<file path="src/rtl/srflag_pkg.sv">
`default_nettype none
// ============================================================================
//  Module   : srflag_pkg (package)
//  Purpose  : Shared definitions for the set/reset flag bank arbiter:
//             op encodings and a constant clog2 helper for width math.
//  Revision : 1.0  initial release
// ============================================================================
package srflag_pkg;

  // Per-requester op encodings carried on req_op.
  localparam logic [1:0] OP_NOP = 2'b00;
  localparam logic [1:0] OP_SET = 2'b01;
  localparam logic [1:0] OP_CLR = 2'b10;
  localparam logic [1:0] OP_TAS = 2'b11;  // test-and-set or toggle, build dependent

  // Ceiling log2, clamped to a minimum of 1 so it is always a legal width.
  function automatic int clog2(input int value);
    int result;
    result = 0;
    for (int v = value - 1; v > 0; v = v >> 1) begin
      result = result + 1;
    end
    if (result < 1) begin
      result = 1;
    end
    return result;
  endfunction

endpackage
`default_nettype wire

</file>
<file path="src/rtl/rr_arbiter_n.sv">
`default_nettype none
// ============================================================================
//  Module   : rr_arbiter_n
//  Purpose  : Combinational round-robin arbiter. Grants the first valid
//             requester at or after ptr, wrapping N-1 -> 0. block forces
//             no grant. Reusable by any SELF sharing controller.
//  Ports    : valid     in  N    request vector
//             ptr       in  IDW  round-robin start position (< N)
//             block     in  1    suppress all grants this cycle
//             grant     out N    one-hot grant
//             grant_idx out IDW  index of granted requester (0 if none)
//             grant_any out 1    a grant was issued
//  Revision : 1.0  initial release
// ============================================================================
module rr_arbiter_n #(
  parameter int N   = 4,
  parameter int IDW = 2
) (
  input  logic [N-1:0]   valid,
  input  logic [IDW-1:0] ptr,
  input  logic           block,
  output logic [N-1:0]   grant,
  output logic [IDW-1:0] grant_idx,
  output logic           grant_any
);

  always_comb begin
    int cand;
    grant     = '0;
    grant_idx = '0;
    grant_any = 1'b0;
    cand      = 0;
    if (!block) begin
      // Scan offsets 0..N-1 from ptr; first hit wins.
      for (int k = 0; k < N; k++) begin
        cand = int'(ptr) + k;
        if (cand >= N) begin
          cand = cand - N;
        end
        if (!grant_any && valid[cand]) begin
          grant[cand] = 1'b1;
          grant_idx   = IDW'(cand);
          grant_any   = 1'b1;
        end
      end
    end
  end

endmodule
`default_nettype wire

</file>
<file path="src/rtl/srflag_bank_arbiter.sv">
`default_nettype none
// ============================================================================
//  Module   : srflag_bank_arbiter
//  Purpose  : Bank of M set/reset flags shared by N requesters over SELF
//             valid/stop channels. One op (SET/CLR/TOGGLE or TAS) accepted
//             per cycle under round-robin arbitration; clr_all wins over ops.
//  Config   : SRFLAG_TAS_EN defined   -> op 11 is test-and-set with a
//                                        one-cycle response strobe.
//             SRFLAG_TAS_EN undefined -> op 11 toggles; rsp_* tied to 0.
//  Ports    : clk, rst (sync, active high)
//             req_valid in N, req_stop out N, req_op in 2*N, req_idx in IDXW*N
//             clr_all in 1, q out M (registered)
//             rsp_valid/rsp_id/rsp_data out (TAS response)
//  Revision : 1.0  initial release
// ============================================================================
module srflag_bank_arbiter
  import srflag_pkg::*;
#(
  parameter int N    = 4,
  parameter int M    = 8,
  parameter int IDXW = 3
) (
  input  logic                  clk,
  input  logic                  rst,
  input  logic [N-1:0]          req_valid,
  output logic [N-1:0]          req_stop,
  input  logic [2*N-1:0]        req_op,
  input  logic [IDXW*N-1:0]     req_idx,
  input  logic                  clr_all,
  output logic [M-1:0]          q,
  output logic                  rsp_valid,
  output logic [clog2(N)-1:0]   rsp_id,
  output logic                  rsp_data
);

  localparam int IDW = clog2(N);

  logic [M-1:0]    r_q;
  logic [IDW-1:0]  r_ptr;
  logic [N-1:0]    w_grant;
  logic [IDW-1:0]  w_gidx;
  logic            w_xfer;
  logic            w_block;
  logic [1:0]      w_op;
  logic [IDXW-1:0] w_idx;
  logic [M-1:0]    w_mask;
  logic [M-1:0]    w_q_next;

  // Stop is forced during reset and clr_all so nothing is consumed then.
  assign w_block = rst | clr_all;

  rr_arbiter_n #(
    .N   (N),
    .IDW (IDW)
  ) u_arb (
    .valid     (req_valid),
    .ptr       (r_ptr),
    .block     (w_block),
    .grant     (w_grant),
    .grant_idx (w_gidx),
    .grant_any (w_xfer)
  );

  // Stop depends only on inputs and the pointer, never on q.
  always_comb begin
    req_stop = '1;
    if (!w_block) begin
      if (|req_valid) begin
        req_stop = ~w_grant;
      end else begin
        req_stop[r_ptr] = 1'b0;
      end
    end
  end

  // One-hot mux of the winner's op and index.
  always_comb begin
    w_op  = OP_NOP;
    w_idx = '0;
    for (int i = 0; i < N; i++) begin
      if (w_grant[i]) begin
        w_op  = w_op  | req_op[2*i +: 2];
        w_idx = w_idx | req_idx[IDXW*i +: IDXW];
      end
    end
  end

  // Out-of-range indices decode to an empty mask, so the op is a no-op.
  always_comb begin
    w_mask = '0;
    for (int j = 0; j < M; j++) begin
      if (w_idx == IDXW'(j)) begin
        w_mask[j] = 1'b1;
      end
    end
  end

  always_comb begin
    w_q_next = r_q;
    if (clr_all) begin
      w_q_next = '0;
    end else if (w_xfer) begin
      case (w_op)
        OP_SET:  w_q_next = r_q | w_mask;
        OP_CLR:  w_q_next = r_q & ~w_mask;
`ifdef SRFLAG_TAS_EN
        OP_TAS:  w_q_next = r_q | w_mask;
`else
        OP_TAS:  w_q_next = r_q ^ w_mask;
`endif
        default: w_q_next = r_q;
      endcase
    end
  end

  always_ff @(posedge clk) begin
    if (rst) begin
      r_q   <= '0;
      r_ptr <= '0;
    end else begin
      r_q <= w_q_next;
      if (w_xfer) begin
        r_ptr <= (w_gidx == IDW'(N - 1)) ? '0 : w_gidx + IDW'(1);
      end
    end
  end

  assign q = r_q;

`ifdef SRFLAG_TAS_EN
  logic            r_rsp_valid;
  logic [IDW-1:0]  r_rsp_id;
  logic            r_rsp_data;
  logic            w_old;

  // Old value read through the same mask: zero for out-of-range indices.
  assign w_old = |(r_q & w_mask);

  always_ff @(posedge clk) begin
    if (rst) begin
      r_rsp_valid <= 1'b0;
      r_rsp_id    <= '0;
      r_rsp_data  <= 1'b0;
    end else begin
      r_rsp_valid <= w_xfer && (w_op == OP_TAS);
      if (w_xfer && (w_op == OP_TAS)) begin
        r_rsp_id   <= w_gidx;
        r_rsp_data <= w_old;
      end
    end
  end

  assign rsp_valid = r_rsp_valid;
  assign rsp_id    = r_rsp_id;
  assign rsp_data  = r_rsp_data;
`else
  assign rsp_valid = 1'b0;
  assign rsp_id    = '0;
  assign rsp_data  = 1'b0;
`endif

endmodule
`default_nettype wire

</file>
<file path="config.mk">
export PLATFORM = sky130hd
export DESIGN_NAME = srflag_bank_arbiter
export DESIGN_NICKNAME = d
export VERILOG_FILES = /design/src/rtl/srflag_pkg.sv /design/src/rtl/rr_arbiter_n.sv /design/src/rtl/srflag_bank_arbiter.sv
export SDC_FILE = /design/constraint.sdc
export NUM_CORES = 1
export LEC_CHECK = 0
export CAP_MARGIN = 20
export CORE_UTILIZATION = 40
export CTS_CLUSTER_DIAMETER = 60
export DETAILED_ROUTE_END_ITERATION = 12
export GPL_TIMING_DRIVEN = 0
export PLACE_DENSITY = 0.67
export SYNTH_ARGS = -nofsm -noshare
export SYNTH_HDL_FRONTEND = slang
export SYNTH_SLANG_ARGS = --single-unit
</file>
<file path="constraint.sdc">
create_clock -name clk -period 9.53 [get_ports clk]
set_clock_uncertainty 0.05 [all_clocks]
set_input_delay 2.3825 -clock clk [delete_from_list [all_inputs] [get_ports clk]]
set_output_delay 2.3825 -clock clk [all_outputs]
set_load 0.01 [all_outputs]
</file>
==> results.txt, run 1 <==
Based on the critical path, the design can be clocked at up to 129 MHz. Setup violations remaining at the end of the flow were counted as 0. For this run, the total global-route usage over all layers was measured as 0.189. During synthesis, Yosys emitted a total of 0 warnings.

The startpoint identified for the worst register-to-register timing path is r_ptr[0]. The per-cell routed wire length came out at 13.7 microns. By instance count, the cell type seen most on the critical path is sky130_fd_sc_hd__clkdlybuf4s50_1. The final non-filler cell total is 328. The detailed placement HPWL is 3540 microns. At the end of routability-driven placement, the weighted congestion stood at 0.867. The remaining antenna violation count is 0. The worst setup path is of the in -> out kind. The category of the worst setup path launch point is an input port. The via count of the routed design is 1820. The clock-pin slew on the worst setup and hold paths is 50 ps. The total instance count after detailed placement is 325. The number of endpoints with negative hold slack in the final report was 0. The die area is 4890 sq um. The worst endpoint data arrival time came out at 5310 ps. Row generation in the floorplan step produced 24 rows.

The number of antenna violations at the first check in global routing is 0. The layout-stage area growth over the synthesis result is 26.4%. The portion of total power attributed to the clock network is 0.154. The vertical die dimension is 69.9 microns.

The total I/O pin count came out at 43. In the final layout, the share of cells above drive strength 1 is 0.130. Along the worst hold path, the cell count comes to 3. In this run the power density over the cells is 119 nW/um^2.

The worst-case vdd ir drop is 0.0456 mV. The routed design has 4500 microns of wire. The count of input and output buffers is 37. CTS built an H-tree with a depth of 1. The maximum net fanout on the critical path came out at 10. The max capacitance violation total came out at 0. After layout, the minimum clock period comes to 7740 ps.

The worst reg-to-reg path cell count came out at 13. The sequential area share after synthesis came out at 0.108. Yosys mapped a number of flops with a built-in enable equal to 0.

The antenna diode count is 0. Data on the critical path is required at its endpoint by 7100 ps. Among all stages on the critical path, the largest delay is contributed by sky130_fd_sc_hd__clkdlybuf4s50_1. The root buffer cell chosen for the clock tree is sky130_fd_sc_hd__clkbuf_8. The slack of the critical path is 1790 ps. Setup repair after global routing left no endpoint under its margin. TritonCTS built the clock tree. Dividing the detail-routed via count by the number of cells gives 5.55.

The first-pass GRT wire length is 7690 microns. For hold timing, the worst endpoint is q[3]. The slew at the pin with the worst max-slew slack came out at 760 ps.

The flip-flop and latch count after synthesis is 10. The minimum setup slack among reg-to-reg paths is 5580 ps. The static leakage is 0.897 nW. The CTS sink count is 10. The largest net degree at the start of global routing came out at 11. The min-delay analysis places its worst path in the category reg -> reg. Grouping stages by cell kind, the critical path spends the most delay in buffers and inverters. The share of synthesized registers carrying an async set or reset came out at 0. The worst slack at placement came out at 1840 ps. The residual DRC count came out at 0. The number of global-route vias before repair came out at 1681. The pre-antenna-repair detailed-routing pass consisted of 4 iterations. Summed over all nets, the switching power comes to 0.122 mW. The post-layout total power came out at 0.278 mW. The end-of-flow core utilization is 0.532. The max-slew violation count came out at 0. In the synthesized netlist the dominant register cell turns out to be sky130_fd_sc_hd__dfxtp_1. From left edge to right edge, the die measures 69.9 microns. The cell area after technology mapping is 1850 sq um.

The distinct cell type count after synthesis came out at 49. The sort of element at the end of the critical path is an output port. In the finished design, the share of the clock period the worst path needs comes to 0.812.

The worst hold path begins at q[3]. A synthesized cell averages 7.92 sq um. The detailed router's first-iteration violation count came out at 103. The region available for standard cell placement spans 4380 sq um. The sequential power share came out at 0.181. The net total in the final layout came out at 325. The buffers inserted during post-CTS setup optimization is 0. The starting density of the core came out at 0.421.

Summed over all layers, the global routing overflow is 0. The endpoint of the worst-slack reg-to-reg timing path is q[0]. The number of gates resized after CTS was 0. The post-cts hold buffer count came out at 0. The highest cell delay on the worst timing path came out at 580 ps. The switching share of power is 0.439. In the synthesized netlist, the number of instances is 233.

Internal power comes to 0.156 mW. The flow ran to the end, and the final reports show no timing, DRC or antenna violations. The power share of the combinational group is 0.665.

For the worst-skew pair, the clock arrives at the later sink with an insertion delay of 230 ps. The aggregate negative setup slack came out at 0 ps. The maximum count of clock buffers along a single path came out at 2. Walking the worst path, the cells encountered are clkdlybuf4s50_1, buf_2, or3b_2, a2bb2oi_1, a21oi_1, or4_1, o211ai_1, clkdlybuf4s50_1. The buffer and inverter count on the worst path came out at 3. Headroom to the max-slew limit came out at 0.489.

The total clock buffers created by CTS came out at 3.
[synth_stat cells, drive strengths merged (3+ instances only)]
cell type   n  area share
o2111ai     4       0.029
a22oi      11       0.058
nand2b      3       0.010
clkbuf      5       0.010
dfxtp      10        0.11
nand3b      4       0.016
mux2i      17       0.092
mux4        3       0.037
or3b        7       0.035
ha         20        0.14
inv        26       0.053
a21oi      13       0.045
buf        12       0.048
nor2        9       0.018
o21ai       4       0.011
o211ai     14       0.057
mux2        8       0.049
nand2      38       0.079
[cells by family after synthesis]
kind of cell               after synthesis  share of synthesized area
AOI/OAI and AO/OA                       58                      0.265
xor gates and xnor gates                 1                    0.00475
adders and majority gates               20                      0.136
buffers and inverters                   43                      0.111
DFF                                     10                      0.108
muxes                                   28                      0.178
other                                    1                    0.00203
and+or+nand+nor                         72                      0.195
[placed cells by master (no fill, tap or decap), types with 5 or more instances in the layout]
master	count
sky130_fd_sc_hd__a22oi_1	8
sky130_fd_sc_hd__a21oi_1	10
sky130_fd_sc_hd__mux2_1	8
sky130_fd_sc_hd__nor2_1	9
sky130_fd_sc_hd__inv_1	26
sky130_fd_sc_hd__buf_2	5
sky130_fd_sc_hd__nand2_1	37
sky130_fd_sc_hd__mux2i_1	17
sky130_fd_sc_hd__dfxtp_1	10
sky130_fd_sc_hd__o211ai_1	14
sky130_fd_sc_hd__clkdlybuf4s50_1	37
sky130_fd_sc_hd__clkbuf_1	5
sky130_fd_sc_hd__ha_1	20
[state kept, by name (all words and copies together) (netlist names)]
signal	count
q	8
r_ptr	2
[cell type report]
class	count	area, sq um
Buffer	17	108
Sequential cell	10	200
Inverter	26	97.6
Timing Repair Buffer	37	370
Fill cell	416	2050
Clock buffer	3	41.3
Multi-Input combinational cell	183	1450
Tap cell	52	65.1
[tightest hold or removal path, delay by kind of cell (launching register included)]
family / cells / cell delay [ps]
muxes: 2 / 160
DFF: 1 / 330
and+or+nand+nor: 1 / 60
[per-stage QoR]
step                cell area (sq um)  hold slack [ps]
floorplan                        1860              493
global placement                 2290              537
global route                     2330              577
detailed placement               2290              546
finish                           2330              545
CTS                              2330              553
[per-layer routing]
metal  GRT usage  wire length (microns)  share of wire  up-vias
met3      0.0375                    384          0.085        2
met5           0                      0              0        -
met1       0.259                   2080           0.46      838
li1            -                      -              -      913
met4      0.0222                     27         0.0060        0
met2       0.315                   2010           0.45       67
[worst max path at each step]
stage / to / from / cells past startpoint
floorplan: req_stop[0] / req_valid[3] / 5
global placement: req_stop[0] / req_valid[2] / 8
detailed placement: req_stop[0] / req_valid[0] / 8
CTS: req_stop[0] / req_valid[0] / 8
global route: req_stop[0] / req_valid[0] / 8
finish: req_stop[0] / req_valid[0] / 8
[power by group through the flow]
stage	logic [mW]	clock network [mW]	registers, mW
after floorplan	0.136	0	0.0510
after global placement	0.182	0	0.0511
after detailed placement	0.184	0	0.0512
after CTS	0.184	0.0444	0.0504
after global routing	0.206	0.0460	0.0510
final	0.184	0.0427	0.0503
No activity file was read; power rests on OpenSTA's default activity.
==> inputs of run 2 (changes only) <==
--- a/config.mk
+++ b/config.mk
@@ -10,7 +10,7 @@
 export CTS_CLUSTER_DIAMETER = 60
 export DETAILED_ROUTE_END_ITERATION = 12
 export GPL_TIMING_DRIVEN = 0
-export PLACE_DENSITY = 0.67
+export PLACE_DENSITY = 0.7
 export SYNTH_ARGS = -nofsm -noshare
 export SYNTH_HDL_FRONTEND = slang
 export SYNTH_SLANG_ARGS = --single-unit
==> constraint.sdc (replaced) <==
create_clock -name clk -period 6.9 [get_ports clk]
set_clock_uncertainty 0.05 [all_clocks]
set_input_delay 1.725 -clock clk [delete_from_list [all_inputs] [get_ports clk]]
set_output_delay 1.725 -clock clk [all_outputs]
set_load 0.01 [all_outputs]
==> results.txt, run 2 (synthesized netlist as in run 1, its figures left out) <==
The run finished with clean final reports. The slew at the pin with the worst max-slew slack is 792 ps (+31.9 ps). The final non-filler cell total is 328 (unchanged). The number of detailed-routing iterations run before antenna repair is 4 (unchanged). The class of the most critical hold timing path is reg -> reg.

On the critical path the largest part of the delay comes from buffers and inverters. The H-tree level count came out at 1 (unchanged). The mean number of vias per cell is 5.48 (-1.2%). The total instance count after detailed placement came out at 325 (unchanged).

The worst endpoint data arrival time came to 4560 ps (-750 ps). The antenna diode count came out at 0 (unchanged). The critical path goes through clkdlybuf4s50_1, buf_2, or3b_2, a2bb2oi_1, a21oi_1, or4_1, o211ai_1, clkdlybuf4s50_1. The critical path class is in -> out. The worst reg-to-reg path cell count came out at 12 (-1). The max capacitance violation total came to 0 (unchanged). The layout-stage area growth over the synthesis result came out at 26.4% (unchanged). The final wirelength is 4590 microns (+1.9%). The buffer and inverter count on the worst path is 3 (unchanged). The floorplan core area came out at 4380 sq um (unchanged). The count of input and output buffers came out at 37 (unchanged).

The vertical die dimension is 69.9 microns (unchanged). The flip-flop count of the largest register, all copies and words added came out at 8 (unchanged). The detailed placement HPWL is 3610 microns (+2.0%).

The first-pass GRT wire length came out at 7850 microns (+2.1%). The number of global-route vias before repair came out at 1704 (+1.4%). The residual DRC count came out at 0 (unchanged). The worst-skew pair later-pin latency was 230 ps (about the same). The final weighted congestion in routability-driven placement is 0.923 (+6.4%). The largest net degree at the start of global routing came out at 11 (unchanged). The category of the worst setup path launch point is an input port. The sequential standard cell area is 200 sq um (unchanged). The portion of total power attributed to the clock network came to 0.158 (+0.004). The net total in the final layout was 325 (unchanged). The cell repeated most along the worst path is sky130_fd_sc_hd__clkdlybuf4s50_1. The critical path launch point is req_valid[0]. The internal power is 0.215 mW (+38%).

The routed design could run at a clock period as short as 6340 ps. The number of endpoints with negative hold slack in the final report came out at 0 (unchanged). The max-slew violation count is 0 (unchanged). The via count of the routed design was 1799 (-1.2%). The ratio of cells with drive above 1 in the final layout was 0.130 (unchanged).

The data required time of the critical path is 5120 ps (-1980 ps). The remaining global-route overflow is 0 (unchanged). The fill cell total of the finished layout is 440 (+5.8%). The switching share of power came out at 0.442 (+0.00320). The worst setup path is captured at an output port.

The cell with the largest stage delay on the worst path is sky130_fd_sc_hd__or4_1. The final-report setup violation count was 0 (unchanged). The starting density of the core came out at 0.421 (unchanged). The number of placement rows was 24 (unchanged). The clock-pin slew on the worst setup and hold paths is 50 ps (about the same).

The post-layout total power came out at 0.386 mW (+39%). The final cycle utilization of the critical path came out at 0.918. The minimum setup slack among reg-to-reg paths is 2990 ps (-2590 ps). The power spent charging and discharging nets is 0.171 mW (+40%). The maximum net fanout on the critical path is 10 (unchanged).

The worst register-to-register path ends at q[0]. The highest cell delay on the worst timing path came to 570 ps (about the same). The startpoint of the worst-slack reg-to-reg timing path is r_ptr[1]. The timing-limited maximum frequency is 158 MHz. The detailed router's first-iteration violation count came out at 108 (+4.9%). The power share of the combinational group came out at 0.662 (-0.003). The per-cell routed wire length is 14.0 microns (+1.9%). The instance count on the critical path came out at 8 (unchanged). The most critical setup path has its endpoint at req_stop[0]. The post-cts sizing count came to 0 (unchanged).

The post-cts hold buffer count is 0 (unchanged). The end-of-flow core utilization came out at 0.532 (unchanged). The total I/O pin count came out at 43 (unchanged). Setup repair after global routing left no endpoint under its margin. The sequential power share came out at 0.180 (about the same). The CTS sink count is 10 (unchanged). The maximum count of clock buffers along a single path came out at 2 (unchanged).

The max-slew headroom at the worst pin is 0.467 (-0.0215). TritonCTS built the clock tree. The buffers inserted during post-CTS setup optimization is 0 (unchanged). The floorplan die width is 69.9 microns (unchanged).

The total clock buffers created by CTS is 3 (unchanged). The total power divided by cell area is 165 nW/um^2 (+39%). The multi-input logic area is 1450 sq um (unchanged). The all-layer global routing usage came out at 0.195 (+0.00557).

Leaving out fill and tap cells, the most frequent cells in the layout are sky130_fd_sc_hd__nand2_1 (37), sky130_fd_sc_hd__clkdlybuf4s50_1 (37), sky130_fd_sc_hd__inv_1 (26). The die area was 4890 sq um (unchanged). The remaining antenna violation count came out at 0 (unchanged).

The final hold slack is 551 ps (+5.21 ps). The static leakage is 0.897 nW (unchanged). The worst-case vdd ir drop came to 0.0820 mV (+80%).

CTS placed an instance of sky130_fd_sc_hd__clkbuf_8 at the clock tree root. The aggregate negative setup slack came out at 0 ps (unchanged). The number of antenna violations at the first check in global routing is 0 (unchanged).
run 2: cell counts in the layout (fill, tap and decap cells not counted):
No cell type changed its count.
run 2: worst min path at each step:
stage,startpoint,to,cells after the start
global placement,q[3],q[3],3
floorplan,r_ptr[1],r_ptr[1],2
CTS,q[0],q[0],3
finish,q[6],q[6],3
detailed placement,q[0],q[0],3
global route,q[0],q[0],3
run 2: final cells by class:
class	count	area share
Buffer	17	0.0461
Clock buffer	3	0.0177
Inverter	26	0.0418
Multi-Input combinational cell	183	0.622
Sequential cell	10	0.0858
Tap cell	52	0.0279
Timing Repair Buffer	37	0.159
run 2: metal layers:
layer	vias to the layer above	global-route usage	wire (microns)
met1	817	0.269	2160
met5	-	0	0
li1	914	-	-
met4	0	0.0267	8
met3	2	0.0390	300
met2	66	0.321	2120
run 2: metrics by stage:
step | instance area, sq um | worst slack, ps
after floorplan | 1860 | 1870
after global placement | 2290 | 580
after detailed placement | 2290 | 573
after CTS | 2330 | 575
after global routing | 2330 | 401
final | 2330 | 564
run 2: power groups by stage:
stage                     combinational, mW  clock [mW]  sequential, mW
after floorplan                       0.187           0          0.0704
after global placement                0.250           0          0.0705
after detailed placement              0.255           0          0.0706
after CTS                             0.255      0.0636          0.0694
after global routing                  0.284      0.0654          0.0706
final                                 0.255      0.0611          0.0694
run 2: worst min-delay path: cells and delay by family (launching register included):
| kind | cells | cell delay (ps) |
|---|---|---|
| DFF | 1 | 330 |
| and+or+nand+nor | 1 | 60 |
| muxes | 2 | 160 |
